<file path="config.mk">
export PLATFORM = sky130hd
export DESIGN_NAME = mem_access_ctrl
export DESIGN_NICKNAME = d
export VERILOG_FILES = /design/src/rtl/mem_access_ctrl.sv
export SDC_FILE = /design/constraint.sdc
export NUM_CORES = 1
export LEC_CHECK = 0
export ABC_AREA = 1
export BUFFER_PORTS_ARGS = -buffer_cell sky130_fd_sc_hd__buf_4
export CAP_MARGIN = 20
export CORE_MARGIN = 2
export CORE_UTILIZATION = 42
export CTS_CLUSTER_DIAMETER = 60
export CTS_CLUSTER_SIZE = 8
export DETAILED_ROUTE_END_ITERATION = 16
export HOLD_SLACK_MARGIN = 0.05
export PLACE_DENSITY = 0.84
export SETUP_SLACK_MARGIN = 0.05
export SLEW_MARGIN = 0
export SYNTH_ARGS = -nofsm -noshare
export SYNTH_HDL_FRONTEND = slang
export SYNTH_SLANG_ARGS = --single-unit
export TNS_END_PERCENT = 20
</file>
<file path="constraint.sdc">
create_clock -name CLK -period 1.5 [get_ports CLK]
set_clock_uncertainty 0.05 [all_clocks]
set_input_delay 0.15 -clock CLK [delete_from_list [all_inputs] [get_ports CLK]]
set_output_delay 0.15 -clock CLK [all_outputs]
set_load 0.1 [all_outputs]
</file>
<file path="src/rtl/mem_access_ctrl.sv">
// Memory access sequencer: holds MAR/MBR and runs one memory read or write per
// WMFC request, then returns a one-cycle MFC pulse to release the control unit.
module mem_access_ctrl #(
  parameter int AW      = 8,
  parameter int DW      = 8,
  parameter int LATENCY = 2
) (
  input  logic          CLK,
  input  logic          reset,
  input  logic [DW-1:0] bus_in,
  input  logic          mar_in,
  input  logic          mbr_in,
  input  logic          rnw,
  input  logic          wmfc,
  input  logic [DW-1:0] mem_rdata,
  output logic [AW-1:0] mem_addr,
  output logic [DW-1:0] mem_wdata,
  output logic          mem_en,
  output logic          mem_we,
  output logic [DW-1:0] mbr,
  output logic          mfc,
  output logic          busy
);

  localparam logic [1:0] IDLE   = 2'd0;
  localparam logic [1:0] ACCESS = 2'd1;
  localparam logic [1:0] WAIT   = 2'd2;
  localparam logic [1:0] DONE   = 2'd3;

  localparam logic [3:0] CNT_INIT = 4'(LATENCY - 1);

  logic [1:0]    state;
  logic [AW-1:0] mar;
  logic          op;
  logic [3:0]    cnt;

  // Register loads and the access request are only honoured in IDLE, so a
  // same-edge load plus request makes the access use the fresh MAR/MBR.
  always_ff @(posedge CLK) begin
    if (reset) begin
      state <= IDLE;
      mar   <= '0;
      mbr   <= '0;
      op    <= 1'b0;
      cnt   <= '0;
    end else begin
      case (state)
        IDLE: begin
          if (mar_in) mar <= bus_in[AW-1:0];
          if (mbr_in) mbr <= bus_in;
          if (wmfc) begin
            op    <= rnw;
            state <= ACCESS;
          end
        end
        ACCESS: begin
          cnt   <= CNT_INIT;
          state <= WAIT;
        end
        WAIT: begin
          if (cnt == 4'd0) begin
            if (op) mbr <= mem_rdata;
            state <= DONE;
          end else begin
            cnt <= cnt - 4'd1;
          end
        end
        default: state <= IDLE;
      endcase
    end
  end

  // Every output is decoded from registered state so no input reaches an output.
  assign mem_addr  = mar;
  assign mem_wdata = mbr;
  assign mem_en    = (state == ACCESS);
  assign mem_we    = (state == ACCESS) && !op;
  assign mfc       = (state == DONE);
  assign busy      = (state != IDLE);

endmodule

</file>
==> key figures, run 1 <==
STA
  – Hold slack: 0.0536 ns
  – Max-slew violation count: 0
  – Post-route clock period utilization: 100%
  – Final setup fails: 1
  – RSZ-0062 raised after global routing: yes
  – Fin. Hold Viols: 0
  – Max-slew headroom: 68.6%
  – Setup ws final: -0.00415 ns
  – Tmin final: 1.50 ns
  – Worst Tran Pin Value: 0.468 ns
  – Fmax: 665 MHz

Place
  – Gp weighted congestion: 0.852
  – DP HPWL: 2050 um
  – Input/output buffers: 49
  – Inst Count DP: 241
  – Pre-CTS WS: -0.0430 ns

Hold path
  – Hold path startpoint: bus_in[5]
  – Worst hold path type: in2reg

Critical path
  – Cell Chain, Critical Path: inv_2, buf_6, ha_4, inv_4, nor2_4, buf_12
  – Endpoint class of the critical path: output port
  – Cell depth of the worst setup path: 6
  – Critical Path Sink: mem_we
  – Critical Path RT: 1.30 ns
  – CP Class: reg2out
  – CP startpoint: state[1]$_SDFFE_PP0P_
  – Slowest CP cell: dfxtp_2
  – Worst R2R Start: state[1]$_SDFFE_PP0P_
  – Worst R2R Setup Slack: 0.05 ns
  – Worst setup SP type: flop
  – Top delay family on crit path: buffers and inverters
  – Worst Reg-to-Reg Cells: 8
  – Crit path DAT: 1.30 ns
  – Critical Path Max Stage Delay: 0.35 ns
  – CP Max Fanout: 3
  – RR Endpoint: mbr[0]$_SDFFE_PP0P_
  – CP bufs+invs: 4

Flow run
  – Max_cap viols: 0

Floorplanning
  – Die footprint: 3310 um2
  – Initial Util: 44.1%
  – Die Span X: 57.6 um
  – Core Footprint: 2730 um2
  – Cell Rows: 19
  – Die Y: 57.6 um
  – I/O pins: 50

Global routing
  – Largest net degree at the start of global routing: 20
  – Grt total ovfl: 0
  – Antenna violations before repair: 0
  – Global-route wire length before repair: 4830 um
  – Vias in the first global route: 1,082
  – Gr usage total: 18.6%

Layout
  – Commonest non-fill, non-tap cell in the layout: buf_4
  – Most frequent cells in the layout: buf_4 (55), nor2_1 (28), nand2_1 (23)
  – P&R area growth vs syn: 56.4%
  – Final #Nets: 256
  – Share of cells above drive strength 1: 40.5%
  – Final non-filler cell total: 258
  – Ant diodes: 0

Route
  – Vias: 1,308
  – Drt pass-1 iters: 4
  – Final ANT Viol Nets: 0
  – Residual DRC count: 0
  – Routed len/inst: 12.3 um
  – Total Wirelength: 3170 um
  – Via-per-instance ratio: 5.07
  – First DRT Iteration DRCs: 23

Clock tree
  – Root buffer cell: clkbuf_4
  – Worst skew pair latency: 0.32 ns
  – TritonCTS Buffers: 3
  – H-tree depth: 1
  – Max Buffers Root-to-Sink: 2
  – Clock transition at the registers of the reported paths: 0.14 ns
  – CTS tree: done
  – CTS Sinks: 23

Synthesis
  – Post-synthesis sequential area ratio: 38.2%
  – Gate Count Post-Synth: 165
  – Avg Cell Area, Syn: 7.30 um2
  – Ys Warns: 0
  – Post-synth net total: 193
  – FF+latch count, synth: 23
  – Synth unique cells: 21
  – Mapped Area: 1200 um2

Status
  – Status: finished with violations
  – Failing checks: setup timing
synth_stat cells:
| master | n | area share, % |
|---|---|---|
| a21boi_0 | 8 | 5.0 |
| a21oi_1 | 15 | 6.2 |
| buf_2 | 1 | 0.41 |
| buf_4 | 11 | 6.9 |
| buf_6 | 1 | 0.93 |
| clkinv_1 | 1 | 0.31 |
| dfxtp_1 | 23 | 38 |
| ha_1 | 6 | 6.2 |
| inv_1 | 9 | 2.8 |
| inv_2 | 1 | 0.31 |
| nand2_1 | 27 | 8.4 |
| nand2_2 | 2 | 1.0 |
| nand3_1 | 14 | 5.8 |
| nor2_1 | 29 | 9.0 |
| nor2_2 | 1 | 0.52 |
| nor2_4 | 1 | 0.93 |
| nor3_1 | 1 | 0.41 |
| o21ai_0 | 10 | 4.2 |
| o21bai_1 | 1 | 0.62 |
| or2_1 | 2 | 1.0 |
| xor2_1 | 1 | 0.73 |
stage by stage:
stage                     utilization, %  TNS [ns]  instance area (um2)
after floorplan                        -    -0.725                 1230
after detailed placement            58.7    -0.228                 1600
after global placement              58.7  -0.00670                 1600
after global routing                68.9    -0.264                 1880
final                               68.9  -0.00415                 1880
after CTS                           66.3   -0.0112                 1810
layer usage:
layer	wire, um	share of wire [%]	vias up	global-route usage [%]
met4	13	0.41	0	2.99
met1	1260	40	593	23.4
met2	1620	51	61	32.3
met5	0	0	-	0
met3	279	8.8	2	5.22
li1	-	-	652	-
worst register-to-register path, delay by kind of cell (launching register included):
family | cells | cell delay, ns
AOI/OAI and AO/OA | 1 | 0.19
adders and majority gates | 1 | 0.20
and+or+nand+nor | 4 | 0.27
DFF | 1 | 0.35
buffers and inverters | 2 | 0.31
cells by family (layout without fill, tap and decap cells):
group / Yosys count / in the layout / share of synthesized area, %
adders and majority gates: 6 / 6 / 6.23
DFF: 23 / 23 / 38.2
buffers and inverters: 24 / 86 / 11.6
AOI/OAI and AO/OA: 34 / 34 / 16.0
and+or+nand+nor: 77 / 77 / 27.2
xor gates and xnor gates: 1 / 1 / 0.727
repair_timing:
action,4_1_cts,5_1_grt
endpoints found under the setup margin,15,15
resized for setup,20,17
hold buffers,8,0
cloned,0,2
hold endpoints to repair,10,0
pin swaps,4,4
buffers inserted,3,0
registers in the layout, summed over array words and instances, names as in the netlist:
| name | count |
|---|---|
| cnt | 4 |
| mbr | 8 |
| mem_addr | 8 |
| op | 1 |
| state | 2 |
worst min-delay path by stage:
stage                     slack (ns)  cells after the start                       end
after CTS                       0.06                      3  mem_addr[5]$_SDFFE_PP0P_
final                           0.05                      3  mem_addr[5]$_SDFFE_PP0P_
after global placement          0.30                      2       cnt[2]$_SDFFE_PP0P_
after floorplan                 0.17                      1       cnt[1]$_SDFFE_PP0P_
after global routing            0.06                      3  mem_addr[5]$_SDFFE_PP0P_
after detailed placement        0.31                      2       cnt[2]$_SDFFE_PP0P_
cell type report:
class	instances	area [um2]
clock buffer	3	22.5
clock inverter	1	5.00
fill	225	850
inverter	11	52.6
multi-input combinational	118	671
sequential	23	467
tap	31	38.8
timing repair buffer	70	621
timing repair inverter	1	7.51
Power of run 1 is not shown: default switching activity piles up to over one toggle a cycle in this logic, so the estimate is an artifact.
==> inputs of run 2 (changes only) <==
--- a/config.mk
+++ b/config.mk
@@ -6,15 +6,17 @@
 export NUM_CORES = 1
 export LEC_CHECK = 0
 export ABC_AREA = 1
-export BUFFER_PORTS_ARGS = -buffer_cell sky130_fd_sc_hd__buf_4
 export CAP_MARGIN = 20
+export CELL_PAD_IN_SITES_DETAIL_PLACEMENT = 0
+export CELL_PAD_IN_SITES_GLOBAL_PLACEMENT = 2
 export CORE_MARGIN = 2
-export CORE_UTILIZATION = 42
+export CORE_UTILIZATION = 29
 export CTS_CLUSTER_DIAMETER = 60
 export CTS_CLUSTER_SIZE = 8
 export DETAILED_ROUTE_END_ITERATION = 16
+export DONT_BUFFER_PORTS = 1
 export HOLD_SLACK_MARGIN = 0.05
-export PLACE_DENSITY = 0.84
+export PLACE_DENSITY = 0.83
 export SETUP_SLACK_MARGIN = 0.05
 export SLEW_MARGIN = 0
 export SYNTH_ARGS = -nofsm -noshare
==> key figures, run 2 (synthesis gave the netlist of run 1 again) <==
Status
  – Status: completed (was finished with violations)

Global routing
  – Antenna violations before repair: 0 (unchanged)
  – Gr usage total: 14.1% (was 18.6%)
  – Global-route wire length before repair: 4910 um (was 4830 um)
  – Grt total ovfl: 0 (unchanged)
  – Vias in the first global route: 1,141 (was 1,082)
  – Largest net degree at the start of global routing: 20 (unchanged)

Route
  – Routed wl met2: 1660 um (was 1620 um)
  – First DRT Iteration DRCs: 44 (was 23)
  – Drt pass-1 iters: 4 (unchanged)
  – Wire length on met3: 185 um (was 279 um)
  – Routed len/inst: 12.8 um (was 12.3 um)
  – Total Wirelength: 3230 um (was 3170 um)
  – Met1 WL: 1340 um (was 1260 um)
  – Max layer used: met4 (unchanged)
  – Via-per-instance ratio: 4.64 (was 5.07)
  – Vias: 1,169 (was 1,308)
  – Final ANT Viol Nets: 0 (unchanged)
  – Residual DRC count: 0 (unchanged)

Place
  – DP HPWL: 2340 um (was 2050 um)
  – Gp weighted congestion: 0.755 (was 0.852)
  – Inst Count DP: 232 (was 241)
  – Input/output buffers: 0 (was 49)

Critical path
  – Crit path DAT: 1.27 ns (was 1.30 ns)
  – Critical Path RT: 1.30 ns (about the same)
  – CP Max Fanout: 3 (unchanged)
  – CP Class: reg2out (unchanged)
  – Worst setup SP type: flop (unchanged)
  – Endpoint class of the critical path: output port (unchanged)

Floorplanning
  – Die footprint: 4690 um2 (was 3310 um2)
  – Initial Util: 30.1% (was 44.1%)
  – I/O pins: 50 (unchanged)
  – Core Footprint: 4000 um2 (was 2730 um2)
  – Cell Rows: 23 (was 19)
  – Die Y: 68.5 um (was 57.6 um)
  – Die Span X: 68.5 um (was 57.6 um)

Layout
  – Ant diodes: 0 (unchanged)
  – Final non-filler cell total: 252 (was 258)
  – P&R area growth vs syn: 55.7% (was 56.4%)
  – Commonest non-fill, non-tap cell in the layout: nor2_1 (was buf_4)
  – Most frequent cells in the layout: nor2_1 (28), nand2_1 (22), buf_4 (20) (was buf_4 (55), nor2_1 (28), nand2_1 (23))
  – Share of cells above drive strength 1: 36.1% (was 40.5%)
  – Fill count: 402 (was 225)
  – Final #Nets: 231 (was 256)

STA
  – Worst Tran Pin Value: 0.519 ns (was 0.468 ns)
  – Fin. Hold Viols: 0 (unchanged)
  – Tmin final: 1.47 ns (was 1.50 ns)
  – RSZ-0062 raised after global routing: yes (unchanged)
  – Fmax: 680 MHz (was 665 MHz)
  – Final setup fails: 0 (was 1)
  – Post-route clock period utilization: 98.0% (was 100%)
  – Max-slew violation count: 0 (unchanged)
  – Max-slew headroom: 65.2% (was 68.6%)

Clock tree
  – CTS Sinks: 23 (unchanged)
  – Worst skew pair latency: 0.27 ns (was 0.32 ns)
  – TritonCTS Buffers: 3 (unchanged)
  – Clock transition at the registers of the reported paths: 0.08 ns (was 0.14 ns)
  – CTS tree: done (unchanged)
  – H-tree depth: 1 (unchanged)
  – Root buffer cell: clkbuf_8 (was clkbuf_4)
  – Max Buffers Root-to-Sink: 2 (unchanged)

Hold path
  – Worst hold path type: in2reg (unchanged)

Flow run
  – Max_cap viols: 0 (unchanged)
==> run 2: cell type report <==
cell class / count / area, um2 / area share (%)
Multi-Input combinational cell: 118 / 694 / 37.0
Timing Repair Buffer: 45 / 537 / 28.6
Sequential cell: 23 / 477 / 25.4
Tap cell: 50 / 62.6 / 3.34
Inverter: 11 / 52.6 / 2.80
Clock buffer: 4 / 45.0 / 2.40
Timing Repair inverter: 1 / 7.51 / 0.400
==> run 2: path summary, 6_finish.rpt <==
kind | start | endpoint | slack (ns) | cells past startpoint
setup / recovery | state[1]$_SDFFE_PP0P_ | mem_we | 0.03 | 6
hold / removal | bus_in[5] | mbr[5]$_SDFFE_PP0P_ | 0.09 | 4
setup reg to reg | state[0]$_SDFFE_PP0P_ | mbr[7]$_SDFFE_PP0P_ | 0.07 | 8
hold reg to reg | mem_addr[0]$_SDFFE_PP0P_ | mem_addr[0]$_SDFFE_PP0P_ | 0.44 | 2
==> run 2: stage by stage <==
stage	util, %	setup slack, ns	cell area [um2]	hold slack (ns)	setup TNS [ns]
after floorplan	-	-0.0739	1230	0.169	-0.725
after global placement	39.1	0.00982	1560	0.171	0
after detailed placement	39.1	-0.0501	1560	0.175	-0.231
after CTS	43.9	0.00157	1760	0.0888	0
after global routing	46.9	-0.00373	1880	0.0952	-0.00571
final	46.9	0.0299	1880	0.0864	0
==> run 2: per-layer routing <==
| metal | up-vias | track usage [%] |
|---|---|---|
| met2 | 28 | 26.0 |
| met5 | - | 0 |
| li1 | 596 | - |
| met1 | 540 | 15.8 |
| met4 | 0 | 5.25 |
| met3 | 5 | 2.63 |
==> run 2: critical path, stage by stage (launching register included) <==
cell and delay (ns):
dfxtp_4 0.38, inv_4 0.07, buf_6 0.10, ha_4 0.14, inv_2 0.04, nor2_4 0.09
buf_12 0.18
==> run 2: repair_timing <==
| item | CTS | global route |
|---|---|---|
| endpoints found under the setup margin | 23 | 18 |
| gates resized for setup | 10 | 23 |
| pin swaps | 1 | 7 |
| cloned | 0 | 2 |
| hold endpoints to repair | 13 | 0 |
| hold buffers | 11 | 0 |
| setup buffers | 0 | 3 |
Power of run 2 is left out for the same reason.
